**src/rtl/posit_mult_sched_pkg.sv**
```systemverilog
// posit_mult_sched_pkg: shared defaults, posit special encodings and tag width derivation
package posit_mult_sched_pkg;
  localparam int N_DEF = 16;
  localparam int ES_DEF = 3;
  localparam int NREQ_DEF = 4;
  localparam logic [N_DEF-1:0] NAR_DEF = 1 << (N_DEF - 1);
  localparam logic [N_DEF-1:0] ZERO_DEF = '0;
  function automatic int tag_w(input int nreq);
    return $clog2(nreq);
  endfunction
endpackage

```
**src/rtl/posit_mult_sched_if.sv**
```systemverilog
// posit_mult_sched_if: requester, multiplier and response buses of the scheduler
interface posit_mult_sched_if
  import posit_mult_sched_pkg::*;
#(
  parameter int N = N_DEF,
  parameter int NREQ = NREQ_DEF
);
  localparam int TAG_W = tag_w(NREQ);
  logic [NREQ-1:0] req_valid, req_ready;
  logic [NREQ*N-1:0] req_in1, req_in2;
  logic [N-1:0] mul_in1, mul_in2, mul_result;
  logic mul_start, mul_inf, mul_zero, mul_done;
  logic rsp_valid;
  logic [TAG_W-1:0] rsp_tag;
  logic [N-1:0] rsp_result;
  logic rsp_inf, rsp_zero;
  logic busy, proto_err;
  modport master (
    output req_valid, req_in1, req_in2, mul_result, mul_inf, mul_zero, mul_done,
    input req_ready, mul_in1, mul_in2, mul_start, rsp_valid, rsp_tag, rsp_result, rsp_inf, rsp_zero,
    busy, proto_err
  );
  modport slave (
    input req_valid, req_in1, req_in2, mul_result, mul_inf, mul_zero, mul_done,
    output req_ready, mul_in1, mul_in2, mul_start, rsp_valid, rsp_tag, rsp_result, rsp_inf, rsp_zero,
    busy, proto_err
  );
endinterface

```
**src/rtl/posit_mult_sched_rr_arbiter.sv**
```systemverilog
// posit_mult_sched_rr_arbiter: combinational round-robin pick, searching upward from ptr with wrap
module posit_mult_sched_rr_arbiter
  import posit_mult_sched_pkg::*;
#(
  parameter int NREQ = NREQ_DEF,
  localparam int TAG_W = tag_w(NREQ)
) (
  input  logic [NREQ-1:0]  req,
  input  logic [TAG_W-1:0] ptr,
  output logic [NREQ-1:0]  gnt,
  output logic [TAG_W-1:0] gnt_idx,
  output logic             any
);
  // Walk from farthest to nearest so the lane closest to ptr wins.
  always_comb begin
    gnt = '0;
    gnt_idx = '0;
    any = 1'b0;
    for (int j = NREQ - 1; j >= 0; j--) begin
      if (req[(int'(ptr) + j) % NREQ]) begin
        gnt = NREQ'(1) << ((int'(ptr) + j) % NREQ);
        gnt_idx = TAG_W'((int'(ptr) + j) % NREQ);
        any = 1'b1;
      end
    end
  end
endmodule

```
**src/rtl/posit_mult_sched.sv**
```systemverilog
// posit_mult_sched: round-robin sharing of one posit multiplier among NREQ requesters,
// with responses tagged by requester index through a LAT+1 deep tag pipe.
module posit_mult_sched
  import posit_mult_sched_pkg::*;
#(
  parameter int N = N_DEF,
  parameter int es = ES_DEF,
  parameter int NREQ = NREQ_DEF,
  parameter int LAT = 0,
  localparam int TAG_W = tag_w(NREQ)
) (
  input logic aclk,
  input logic areset,
  posit_mult_sched_if.slave bus
);
  logic [NREQ-1:0] gnt;
  logic [TAG_W-1:0] gnt_idx, ptr;
  logic any, take, done_ok;
  logic [LAT:0] pv;
  logic [TAG_W-1:0] pt [LAT+1];
  if (NREQ < 2 || NREQ > 16 || es < 0 || es > N - 2) begin : g_bad_cfg
    $error("posit_mult_sched: unsupported NREQ or es");
  end
  posit_mult_sched_rr_arbiter #(.NREQ(NREQ)) u_arb (
    .req(bus.req_valid),
    .ptr(ptr),
    .gnt(gnt),
    .gnt_idx(gnt_idx),
    .any(any)
  );
  assign take = any & ~areset;
  assign bus.req_ready = take ? gnt : '0;
  assign done_ok = bus.mul_done & pv[LAT];
  // pv[0] is the issue stage, so it doubles as the start strobe.
  assign bus.mul_start = pv[0];
  assign bus.busy = |pv;
  always_ff @(posedge aclk) begin
    if (areset) begin
      ptr <= '0;
      pv <= '0;
      bus.mul_in1 <= '0;
      bus.mul_in2 <= '0;
      bus.rsp_valid <= 1'b0;
      bus.rsp_tag <= '0;
      bus.rsp_result <= '0;
      bus.rsp_inf <= 1'b0;
      bus.rsp_zero <= 1'b0;
      bus.proto_err <= 1'b0;
    end else begin
      pv <= (LAT + 1)'({pv, take});
      if (take) begin
        ptr <= gnt_idx == TAG_W'(NREQ - 1) ? '0 : gnt_idx + 1'b1;
        bus.mul_in1 <= bus.req_in1[int'(gnt_idx) * N +: N];
        bus.mul_in2 <= bus.req_in2[int'(gnt_idx) * N +: N];
      end
      bus.rsp_valid <= done_ok;
      if (done_ok) begin
        bus.rsp_tag <= pt[LAT];
        bus.rsp_result <= bus.mul_result;
        bus.rsp_inf <= bus.mul_inf;
        bus.rsp_zero <= bus.mul_zero;
      end
      // Any disagreement between the tail and mul_done is a lost or phantom result.
      bus.proto_err <= bus.proto_err | (bus.mul_done ^ pv[LAT]);
    end
  end
  always_ff @(posedge aclk) begin
    pt[0] <= gnt_idx;
    for (int k = 1; k <= LAT; k++) pt[k] <= pt[k-1];
  end
endmodule

```
**src/flat_wrapper.sv**
```systemverilog
// flat-port wrapper written by rule: the top's interface ports become plain ports
module posit_mult_sched_flat import posit_mult_sched_pkg::*;
#(
  parameter int N = N_DEF,
  parameter int es = ES_DEF,
  parameter int NREQ = NREQ_DEF,
  parameter int LAT = 0,
  localparam int TAG_W = tag_w(NREQ)
)
  (aclk, areset, bus_req_valid, bus_req_in1, bus_req_in2, bus_mul_result, bus_mul_inf, bus_mul_zero, bus_mul_done, bus_req_ready, bus_mul_in1, bus_mul_in2, bus_mul_start, bus_rsp_valid, bus_rsp_tag, bus_rsp_result, bus_rsp_inf, bus_rsp_zero, bus_busy, bus_proto_err);
  posit_mult_sched_if #(.N(N), .NREQ(NREQ)) bus_i ();
  input logic aclk;
  input logic areset;
  input wire logic [$bits(bus_i.req_valid)-1:0] bus_req_valid;
  input wire logic [$bits(bus_i.req_in1)-1:0] bus_req_in1;
  input wire logic [$bits(bus_i.req_in2)-1:0] bus_req_in2;
  input wire logic [$bits(bus_i.mul_result)-1:0] bus_mul_result;
  input wire logic [$bits(bus_i.mul_inf)-1:0] bus_mul_inf;
  input wire logic [$bits(bus_i.mul_zero)-1:0] bus_mul_zero;
  input wire logic [$bits(bus_i.mul_done)-1:0] bus_mul_done;
  output wire logic [$bits(bus_i.req_ready)-1:0] bus_req_ready;
  output wire logic [$bits(bus_i.mul_in1)-1:0] bus_mul_in1;
  output wire logic [$bits(bus_i.mul_in2)-1:0] bus_mul_in2;
  output wire logic [$bits(bus_i.mul_start)-1:0] bus_mul_start;
  output wire logic [$bits(bus_i.rsp_valid)-1:0] bus_rsp_valid;
  output wire logic [$bits(bus_i.rsp_tag)-1:0] bus_rsp_tag;
  output wire logic [$bits(bus_i.rsp_result)-1:0] bus_rsp_result;
  output wire logic [$bits(bus_i.rsp_inf)-1:0] bus_rsp_inf;
  output wire logic [$bits(bus_i.rsp_zero)-1:0] bus_rsp_zero;
  output wire logic [$bits(bus_i.busy)-1:0] bus_busy;
  output wire logic [$bits(bus_i.proto_err)-1:0] bus_proto_err;
  assign bus_i.req_valid = bus_req_valid;
  assign bus_i.req_in1 = bus_req_in1;
  assign bus_i.req_in2 = bus_req_in2;
  assign bus_i.mul_result = bus_mul_result;
  assign bus_i.mul_inf = bus_mul_inf;
  assign bus_i.mul_zero = bus_mul_zero;
  assign bus_i.mul_done = bus_mul_done;
  assign bus_req_ready = bus_i.req_ready;
  assign bus_mul_in1 = bus_i.mul_in1;
  assign bus_mul_in2 = bus_i.mul_in2;
  assign bus_mul_start = bus_i.mul_start;
  assign bus_rsp_valid = bus_i.rsp_valid;
  assign bus_rsp_tag = bus_i.rsp_tag;
  assign bus_rsp_result = bus_i.rsp_result;
  assign bus_rsp_inf = bus_i.rsp_inf;
  assign bus_rsp_zero = bus_i.rsp_zero;
  assign bus_busy = bus_i.busy;
  assign bus_proto_err = bus_i.proto_err;
  posit_mult_sched #(.N(N), .es(es), .NREQ(NREQ), .LAT(LAT)) u_core (.aclk(aclk), .areset(areset), .bus(bus_i));
endmodule
```
**config.mk**
```make
export PLATFORM = sky130hd
export DESIGN_NAME = posit_mult_sched_flat
export DESIGN_NICKNAME = d
export VERILOG_FILES = /design/src/rtl/posit_mult_sched_pkg.sv /design/src/rtl/posit_mult_sched_if.sv /design/src/rtl/posit_mult_sched_rr_arbiter.sv /design/src/rtl/posit_mult_sched.sv /design/src/flat_wrapper.sv
export SDC_FILE = /design/constraint.sdc
export NUM_CORES = 1
export LEC_CHECK = 0
export CORE_MARGIN = 2
export CORE_UTILIZATION = 58
export DETAILED_ROUTE_END_ITERATION = 10
export DONT_BUFFER_PORTS = 1
export GPL_TIMING_DRIVEN = 0
export PLACE_DENSITY = 0.76
export RECOVER_POWER = 50
export REMOVE_ABC_BUFFERS = 1
export SETUP_SLACK_MARGIN = 0.15
export SYNTH_ARGS = -nofsm -noshare
export SYNTH_HDL_FRONTEND = slang
export SYNTH_HIERARCHICAL = 1
export SYNTH_SLANG_ARGS = --single-unit
```
**constraint.sdc**
```tcl
create_clock -name aclk -period 2.8 [get_ports aclk]
set_clock_uncertainty 0.15 [all_clocks]
set_input_delay 0.42 -clock aclk [delete_from_list [all_inputs] [get_ports aclk]]
set_output_delay 0.42 -clock aclk [all_outputs]
set_load 0.01 [all_outputs]
```
==> insert_results.sql, run 1 <==
INSERT INTO impl_metrics (metric_group, metric, value, unit) VALUES
('run_status', 'status', 'completed', ''),
('global_routing', 'grt_first_pass_wirelength', '15.0', 'mm'),
('floorplanning', 'std_cell_rows', '28', ''),
('worst_setup_path', 'critPathArrivalTime', '2.16', 'ns'),
('detailed_routing', 'detail_route.drc_violations', '0', ''),
('floorplanning', 'coreArea', '5990', 'um^2'),
('power', 'share_of_total_power_consumed_by_net_switching', '36.3', '%'),
('global_routing', 'global_route.usage.met3', '8.05', '%'),
('power', 'p_leak', '1.73', 'nW'),
('detailed_routing', 'drt_first_pass_iters', '4', ''),
('placed_design', 'place_congestion', '0.788', ''),
('power', 'peak_ir_drop_on_the_vdd_network', '0.000822', 'V'),
('logic_synthesis', 'synthesis.area', '3650', 'um^2'),
('hold_path', 'hold_path_class', 'primary input to flip-flop', ''),
('timing', 'setup-violations-final', '0', ''),
('clocking', 'clock_path_buffers', '2', ''),
('detailed_routing', 'route.vias.total', '2859', ''),
('floorplanning', 'dieHeight', '83.4', 'um'),
('timing', 'final-hold-violation-count', '0', ''),
('power', 'internal-power', '3.41', 'mW'),
('final_layout', 'flow.area_growth_from_synthesis', '28.1', '%'),
('timing', 'max_freq', '367', 'MHz'),
('floorplanning', 'fp.dieArea', '6950', 'um^2'),
('timing', 'timing.hold.ws', '0.0932', 'ns'),
('power', 'clock_network_fraction_of_design_power', '15.3', '%'),
('worst_setup_path', 'crit_type', 'flip-flop to primary output', ''),
('clocking', 'cts_root_buffer', 'sky130_fd_sc_hd__clkbuf_8', ''),
('detailed_routing', 'first_iter_violations', '98', ''),
('timing', 'setup_repair_after_global_routing_missed_its_margin', 'true', ''),
('timing', 'worst_pin_slew', '1.17', 'ns'),
('logic_synthesis', 'synth-edff-count', '0', ''),
('clocking', 'worst_skew_pair.late_latency', '0.33', 'ns'),
('logic_synthesis', 'sequential_area_share_after_synthesis', '32.3', '%'),
('logic_synthesis', 'yosysUniqueCellTypes', '37', ''),
('logic_synthesis', 'synth-warning-count', '6', ''),
('timing', 'slew_headroom', '21.7', '%'),
('timing', 'slew_viol_final', '0', ''),
('logic_synthesis', 'synth-seq-cells', '59', ''),
('floorplanning', 'initial_core_util', '61.0', '%'),
('floorplanning', 'floorplan.io_pins', '213', ''),
('detailed_routing', 'post_drt_wl_per_cell', '24.2', 'um'),
('worst_setup_path', 'critPathMaxFanout', '5', ''),
('logic_synthesis', 'async_reset_ff_share', '0', '%'),
('power', 'sequential_group_share_of_total_power', '24.6', '%'),
('global_routing', 'grt_start_max_net_pins', '39', ''),
('timing', 'final.min_clock_period', '2.73', 'ns'),
('final_layout', 'drive_gt1_share', '47.8', '%'),
('clocking', 'h-tree-depth', '3', ''),
('clocking', 'clkSinkCount', '59', ''),
('global_routing', 'first_global_vias', '2857', ''),
('logic_synthesis', 'syn_avg_cell_area', '11.0', 'um^2'),
('global_routing', 'gr-usage-met1', '30.8', '%'),
('worst_setup_path', 'critPathCaptureType', 'primary output', ''),
('job', 'maxCapViolCount', '0', ''),
('clocking', 'tritoncts', 'yes', ''),
('logic_synthesis', 'postSynthCellCount', '333', ''),
('placed_design', 'post-dp-hpwl', '6.15', 'mm'),
('global_routing', 'globalRouteOverflowTotal', '0', ''),
('clocking', 'clock_slew_seen_by_the_registers_of_the_worst_setup_and_hold_paths', '0.07', 'ns'),
('worst_setup_path', 'critical_path_required', '2.23', 'ns'),
('global_routing', 'top_usage_layer', 'met2', ''),
('power', 'power_density_over_the_cells', '1150', 'nW/um^2'),
('global_routing', 'met2_use_gr', '47.6', '%'),
('detailed_routing', 'via_per_inst', '6.51', ''),
('clocking', 'numCtsBuffers', '9', ''),
('placed_design', 'port-buffer-count', '0', ''),
('floorplanning', 'dieWidth', '83.4', 'um'),
('logic_synthesis', 'synthFlopType', 'sky130_fd_sc_hd__dfxtp_1', ''),
('timing', 'finalSetupTns', '0', 'ns'),
('detailed_routing', 'wl', '10.6', 'mm'),
('global_routing', 'antenna_found_initial', '0', ''),
('final_layout', 'num_antenna_cells', '0', ''),
('timing', 'min_period_over_period', '97.4', '%'),
('power', 'total_switching_power', '1.95', 'mW'),
('global_routing', 'global_route.usage.total', '26.9', '%'),
('final_layout', 'final_net_count', '522', ''),
('worst_setup_path', 'crit_path_start_kind', 'flip-flop', ''),
('detailed_routing', 'post_drt_antenna_nets', '0', ''),
('power', 'comb_power_share', '60.1', '%');
[sequential cells by signal, indices dropped and copies added, names as in the netlist]
| register | flops |
|---|---|
| u_core/bus.rsp_tag | 2 |
| u_core/pt | 2 |
| u_core/bus.mul_in1 | 16 |
| u_core/ptr | 2 |
| u_core/bus.rsp_inf | 1 |
| u_core/bus.rsp_result | 16 |
| u_core/bus.rsp_valid | 1 |
| u_core/bus.busy | 1 |
| u_core/bus.mul_in2 | 16 |
| u_core/bus.proto_err | 1 |
| u_core/bus.rsp_zero | 1 |
[final timing paths]
check / start / to / slack [ns] / depth (start not counted)
min: bus_mul_result[3] / u_core/bus.rsp_result[3] / 0.09 / 2
max: u_core/ptr[0] / bus_req_ready[2] / 0.07 / 8
min reg2reg: u_core/pt[0][1] / u_core/bus.rsp_tag[1] / 0.33 / 2
max reg2reg: u_core/ptr[0] / u_core/bus.mul_in2[12] / 0.10 / 14
[power by group through the flow]
stage          combinational (mW)  clock, mW  sequential, mW
5_1_grt                      3.39      0.880            1.35
2_1_floorplan                1.01          0            1.18
6_report                     3.22      0.819            1.32
3_3_place_gp                 1.02          0            1.20
3_5_place_dp                 1.86          0            1.36
4_1_cts                      2.43      0.835            1.32
[synthesized netlist by cell type (all sizes together) (2+ instances only)]
cell	instances	share of area [%]
and2	4	0.69
nand4	4	0.69
ha	10	3.4
o21ai	3	0.41
inv	2	0.21
a21oi	4	0.55
a22oi	4	0.82
clkbuf	3	0.31
buf	29	5.6
nor2b	4	0.89
mux4	2	1.2
mux2i	87	24
o221ai	33	13
nand2	2	0.21
a31oi	4	0.69
or3b	35	8.4
nor2	31	3.2
nand3b	2	0.41
dfxtp	59	32
mux2	2	0.72
[metrics by stage]
| step | utilization (%) | power, mW | worst slack (ns) | cell area [um^2] | instances |
|---|---|---|---|---|---|
| 2_1_floorplan | - | 2.19 | -6.49 | 3440 | 301 |
| 3_3_place_gp | 58.9 | 2.22 | -8.42 | 3530 | 376 |
| 3_5_place_dp | 61.3 | 3.23 | -1.40 | 3670 | 386 |
| 4_1_cts | 70.5 | 4.59 | 0.0943 | 4220 | 424 |
| 5_1_grt | 78.1 | 5.62 | -0.0155 | 4680 | 439 |
| 6_report | 78.1 | 5.36 | 0.0738 | 4680 | 439 |
[repair_timing]
| action | in CTS | in global routing |
|---|---|---|
| setup endpoints to repair | 39 | 33 |
| gates cloned | 1 | 1 |
| setup buffers | 19 | 14 |
| resized for setup | 43 | 61 |
| hold buffers | 2 | 0 |
| pin swaps | 12 | 12 |
| endpoints found under the hold margin | 23 | 0 |
[critical path: stages, from the launching register on]
cell	delay, ns
sky130_fd_sc_hd__dfxtp_4	0.38
sky130_fd_sc_hd__clkinvlp_4	0.11
sky130_fd_sc_hd__ha_4	0.25
sky130_fd_sc_hd__buf_6	0.13
sky130_fd_sc_hd__or3b_4	0.38
sky130_fd_sc_hd__nand3_4	0.10
sky130_fd_sc_hd__nand4_1	0.10
sky130_fd_sc_hd__a31oi_1	0.19
sky130_fd_sc_hd__and2_4	0.18
[logic make-up after synthesis]
kind of cell    after synthesis  share of synthesized area [%]
mux                          91                           26.2
simple gates                 89                           15.8
flops                        59                           32.3
compound gates               50                           16.0
buf+inv                      34                           6.13
fa+ha+maj                    10                           3.43
[cell usage in the layout, fill, tap and decap left out, types with 3 or more instances in the layout]
master	instances
sky130_fd_sc_hd__a22oi_1	4
sky130_fd_sc_hd__mux2i_2	15
sky130_fd_sc_hd__clkinvlp_4	3
sky130_fd_sc_hd__dfxtp_1	57
sky130_fd_sc_hd__or3b_1	5
sky130_fd_sc_hd__o21ai_1	3
sky130_fd_sc_hd__buf_8	4
sky130_fd_sc_hd__mux2i_1	55
sky130_fd_sc_hd__o221ai_2	31
sky130_fd_sc_hd__clkbuf_8	12
sky130_fd_sc_hd__buf_4	24
sky130_fd_sc_hd__buf_6	5
sky130_fd_sc_hd__and2_4	4
sky130_fd_sc_hd__buf_12	9
sky130_fd_sc_hd__nand4_1	4
sky130_fd_sc_hd__ha_1	9
sky130_fd_sc_hd__or3b_2	28
sky130_fd_sc_hd__a31oi_1	4
sky130_fd_sc_hd__nor2_1	31
sky130_fd_sc_hd__mux2i_4	17
sky130_fd_sc_hd__a21oi_1	3
[layout make-up]
type                       instances  area [um^2]
inverter                           2         15.0
clock inverter                     4         47.5
sequential                        59         1190
multi-input combinational        240         2590
tap                               75         93.8
clock buffer                      12          165
fill                             376         1310
timing repair buffer              47          577
[routing by layer]
layer  up-vias  share of wire, %
met1      1363                36
li1       1316                 -
met5         -                 0
met2       164                53
met3        16               8.6
met4         0               2.0
Power figures use the tool's default switching activity.
==> run 2, diff against run 1 <==
--- a/config.mk
+++ b/config.mk
@@ -5,16 +5,16 @@
 export SDC_FILE = /design/constraint.sdc
 export NUM_CORES = 1
 export LEC_CHECK = 0
-export CORE_MARGIN = 2
-export CORE_UTILIZATION = 58
+export CORE_AREA = 2 2 83 85
+export CTS_BUF_LIST = sky130_fd_sc_hd__clkbuf_4 sky130_fd_sc_hd__clkbuf_8
 export DETAILED_ROUTE_END_ITERATION = 10
+export DIE_AREA = 0 0 85 87
 export DONT_BUFFER_PORTS = 1
 export GPL_TIMING_DRIVEN = 0
-export PLACE_DENSITY = 0.76
+export PLACE_DENSITY = 0.73
 export RECOVER_POWER = 50
 export REMOVE_ABC_BUFFERS = 1
 export SETUP_SLACK_MARGIN = 0.15
 export SYNTH_ARGS = -nofsm -noshare
 export SYNTH_HDL_FRONTEND = slang
-export SYNTH_HIERARCHICAL = 1
 export SYNTH_SLANG_ARGS = --single-unit
==> insert_results.sql, run 2 <==
INSERT INTO impl_metrics (metric_group, metric, value, unit) VALUES
('clocking', 'tritoncts', 'yes', ''),
('global_routing', 'met2_use_gr', '41.2', '%'),
('global_routing', 'first_global_vias', '2587', ''),
('floorplanning', 'floorplan.io_pins', '213', ''),
('detailed_routing', 'post_drt_antenna_nets', '0', ''),
('logic_synthesis', 'synthMostInstantiatedCell', 'sky130_fd_sc_hd__mux2i_1', ''),
('clocking', 'cts_root_buffer', 'sky130_fd_sc_hd__clkbuf_8', ''),
('worst_setup_path', 'critPathArrivalTime', '2.25', 'ns'),
('run_status', 'status', 'finished with violations', ''),
('timing', 'setup-violations-final', '4', ''),
('floorplanning', 'fp.dieArea', '7400', 'um^2'),
('power', 'power_density_over_the_cells', '1310', 'nW/um^2'),
('logic_synthesis', 'yosysUniqueCellTypes', '34', ''),
('timing', 'final-hold-violation-count', '0', ''),
('job', 'maxCapViolCount', '0', ''),
('logic_synthesis', 'synth_top_area_share', '33.1', '%'),
('timing', 'setup_repair_after_global_routing_missed_its_margin', 'true', ''),
('worst_setup_path', 'crit_type', 'flip-flop to primary output', ''),
('final_layout', 'final_cell_mix', 'sky130_fd_sc_hd__mux2i_1, sky130_fd_sc_hd__dfxtp_1, sky130_fd_sc_hd__nor2_1, sky130_fd_sc_hd__mux2_2, sky130_fd_sc_hd__nand3b_1', ''),
('global_routing', 'globalRouteOverflowTotal', '0', ''),
('logic_synthesis', 'sequential_area_share_after_synthesis', '33.1', '%'),
('floorplanning', 'coreArea', '6570', 'um^2'),
('final_layout', 'flow.area_growth_from_synthesis', '18.1', '%'),
('logic_synthesis', 'synth-edff-count', '0', ''),
('worst_setup_path', 'worst_path_largest_cell_delay', '0.58', 'ns'),
('worst_setup_path', 'crit_path_start_kind', 'flip-flop', ''),
('final_layout', 'leading_registers_by_flop_count', 'u_core.bus.mul_in1: 16 flops, u_core.bus.mul_in2: 16 flops, u_core.bus.rsp_result: 16 flops', ''),
('global_routing', 'grt_start_max_net_pins', '43', ''),
('logic_synthesis', 'synth_largest_area_cell', 'sky130_fd_sc_hd__dfxtp_1', ''),
('clocking', 'worst_skew_pair.late_latency', '0.34', 'ns'),
('timing', 'final.min_clock_period', '2.82', 'ns'),
('global_routing', 'gr-usage-met1', '25.8', '%'),
('final_layout', 'final_net_count', '519', ''),
('detailed_routing', 'route.vias.total', '2719', ''),
('floorplanning', 'initial_core_util', '54.2', '%'),
('final_layout', 'nFillCells', '525', ''),
('logic_synthesis', 'yosys-top-cells-area', 'sky130_fd_sc_hd__dfxtp_1, sky130_fd_sc_hd__mux2i_1, sky130_fd_sc_hd__mux2_2', ''),
('logic_synthesis', 'synthesis.area', '3560', 'um^2'),
('clocking', 'clkSinkCount', '59', ''),
('placed_design', 'post-dp-hpwl', '6.19', 'mm'),
('final_layout', 'most_common_cell_after_layout_fill_and_taps_aside', 'sky130_fd_sc_hd__mux2i_1', ''),
('clocking', 'clock_slew_seen_by_the_registers_of_the_worst_setup_and_hold_paths', '0.07', 'ns'),
('floorplanning', 'dieWidth', '85', 'um'),
('logic_synthesis', 'synth_top_cells_by_count', 'sky130_fd_sc_hd__mux2i_1, sky130_fd_sc_hd__dfxtp_1, sky130_fd_sc_hd__nor2_1', ''),
('logic_synthesis', 'syn_avg_cell_area', '10.4', 'um^2'),
('floorplanning', 'std_cell_rows', '30', ''),
('worst_setup_path', 'critPathMaxFanout', '6', ''),
('placed_design', 'dp_worst_setup_slack', '-1.55', 'ns'),
('worst_setup_path', 'worstPathCellList', 'clkinvlp_4 -> ha_4 -> mux4_2 -> or4_4 -> nand2b_4 -> a21oi_2', ''),
('detailed_routing', 'drt_first_pass_iters', '4', ''),
('worst_setup_path', 'critical-path-slowest-cell', 'sky130_fd_sc_hd__or4_4', ''),
('global_routing', 'global_route.usage.total', '23.0', '%'),
('detailed_routing', 'first_iter_violations', '48', ''),
('clocking', 'numCtsBuffers', '9', ''),
('detailed_routing', 'wl', '9.43', 'mm'),
('logic_synthesis', 'postSynthCellCount', '344', ''),
('global_routing', 'antenna_found_initial', '0', ''),
('timing', 'worst_pin_slew', '1.16', 'ns'),
('logic_synthesis', 'synth-seq-cells', '59', ''),
('hold_path', 'hold_path_class', 'primary input to flip-flop', ''),
('power', 'p_leak', '1.66', 'nW'),
('clocking', 'h-tree-depth', '3', ''),
('timing', 'slew_headroom', '23.0', '%'),
('logic_synthesis', 'synthFlopType', 'sky130_fd_sc_hd__dfxtp_1', ''),
('power', 'peak_ir_drop_on_the_vdd_network', '0.000965', 'V'),
('logic_synthesis', 'synth-warning-count', '0', ''),
('global_routing', 'global_route.usage.met3', '6.35', '%'),
('final_layout', 'drive_gt1_share', '30.7', '%'),
('timing', 'setup_ws', '-0.0199', 'ns'),
('worst_setup_path', 'critical_path_required', '2.23', 'ns'),
('final_layout', 'seq_area', '1190', 'um^2'),
('floorplanning', 'dieHeight', '87', 'um'),
('final_layout', 'finish.utilization', '64.1', '%'),
('global_routing', 'grt_first_pass_wirelength', '13.1', 'mm'),
('timing', 'max_freq', '355', 'MHz'),
('worst_setup_path', 'worst-r2r-setup-slack', '0.05', 'ns'),
('timing', 'finalSetupTns', '-0.0681', 'ns'),
('final_layout', 'multi_input_comb_area', '2320', 'um^2'),
('worst_setup_path', 'critPathTopFamily', 'simple AND/OR/NAND/NOR gates', ''),
('detailed_routing', 'detail_route.drc_violations', '0', ''),
('timing', 'min_period_over_period', '101', '%'),
('final_layout', 'num_antenna_cells', '0', ''),
('global_routing', 'top_usage_layer', 'met2', ''),
('worst_setup_path', 'timing.critical_path.buf_inv', '1', ''),
('timing', 'slew_viol_final', '0', ''),
('detailed_routing', 'post_drt_wl_per_cell', '21.3', 'um'),
('run_status', 'violations_in_the_final_reports', 'setup timing', ''),
('placed_design', 'place_congestion', '0.855', ''),
('placed_design', 'port-buffer-count', '0', ''),
('worst_setup_path', 'critPathCaptureType', 'primary output', ''),
('logic_synthesis', 'async_reset_ff_share', '0', '%'),
('detailed_routing', 'via_per_inst', '6.15', ''),
('clocking', 'clock_path_buffers', '2', '');
[run 2: final timing paths]
path / from / to / cells past startpoint
min reg2reg: u_core.pt[0][1] / u_core.bus.rsp_tag[1] / 2
max: u_core.ptr[0] / bus_req_ready[3] / 6
min: bus_mul_result[1] / u_core.bus.rsp_result[1] / 2
max reg2reg: u_core.ptr[0] / u_core.bus.mul_in2[7] / 11
[run 2: cell type report]
cell class / count / share of cell area, %
well taps: 80 / 2.38
multi-input cells: 248 / 55.2
clock buffers: 10 / 3.27
repair buffers: 32 / 7.94
clock inverters: 6 / 2.26
inverters: 7 / 0.713
flip-flops and latches: 59 / 28.2
[run 2: what timing repair did]
action	4_1_cts	5_1_grt
resized for setup	17	19
pin swaps	4	1
endpoints found under the setup margin	41	37
gates cloned	1	0
endpoints found under the hold margin	24	0
buffers inserted	16	11
hold buffers	1	0
[run 2: logic make-up (layout without fill, tap and decap cells)]
| logic type | count (synthesis) | count (layout) | synth area share (%) |
|---|---|---|---|
| fa+ha+maj | 9 | 9 | 3.16 |
| compound gates | 58 | 58 | 12.5 |
| mux | 115 | 115 | 34.2 |
| simple gates | 64 | 65 | 11.0 |
| xor+xnor | 1 | 1 | 0.246 |
| flops | 59 | 59 | 33.1 |
| buf+inv | 38 | 55 | 5.76 |
[run 2: metal layers]
layer	share of wire, %	vias up
met5	0	-
met4	1.2	0
met3	9.8	14
met2	51	164
met1	38	1254
li1	-	1287
[run 2: per-stage QoR]
step / cell area, um^2 / total power, mW / hold slack (ns) / cells
after floorplan: 3380 / 3.46 / 0.291 / 313
after global placement: 3480 / 3.66 / 0.298 / 393
after detailed placement: 3570 / 3.93 / 0.331 / 397
after CTS: 4010 / 5.14 / 0.0666 / 431
after global routing: 4210 / 5.82 / 0.0894 / 442
final: 4210 / 5.52 / 0.0828 / 442
[run 2: power breakdown]
group / switching (mW) / internal, mW / total (mW)
Combinational: 1.51 / 1.73 / 3.24
Clock: 0.365 / 0.534 / 0.899
Sequential: 0.278 / 1.10 / 1.38
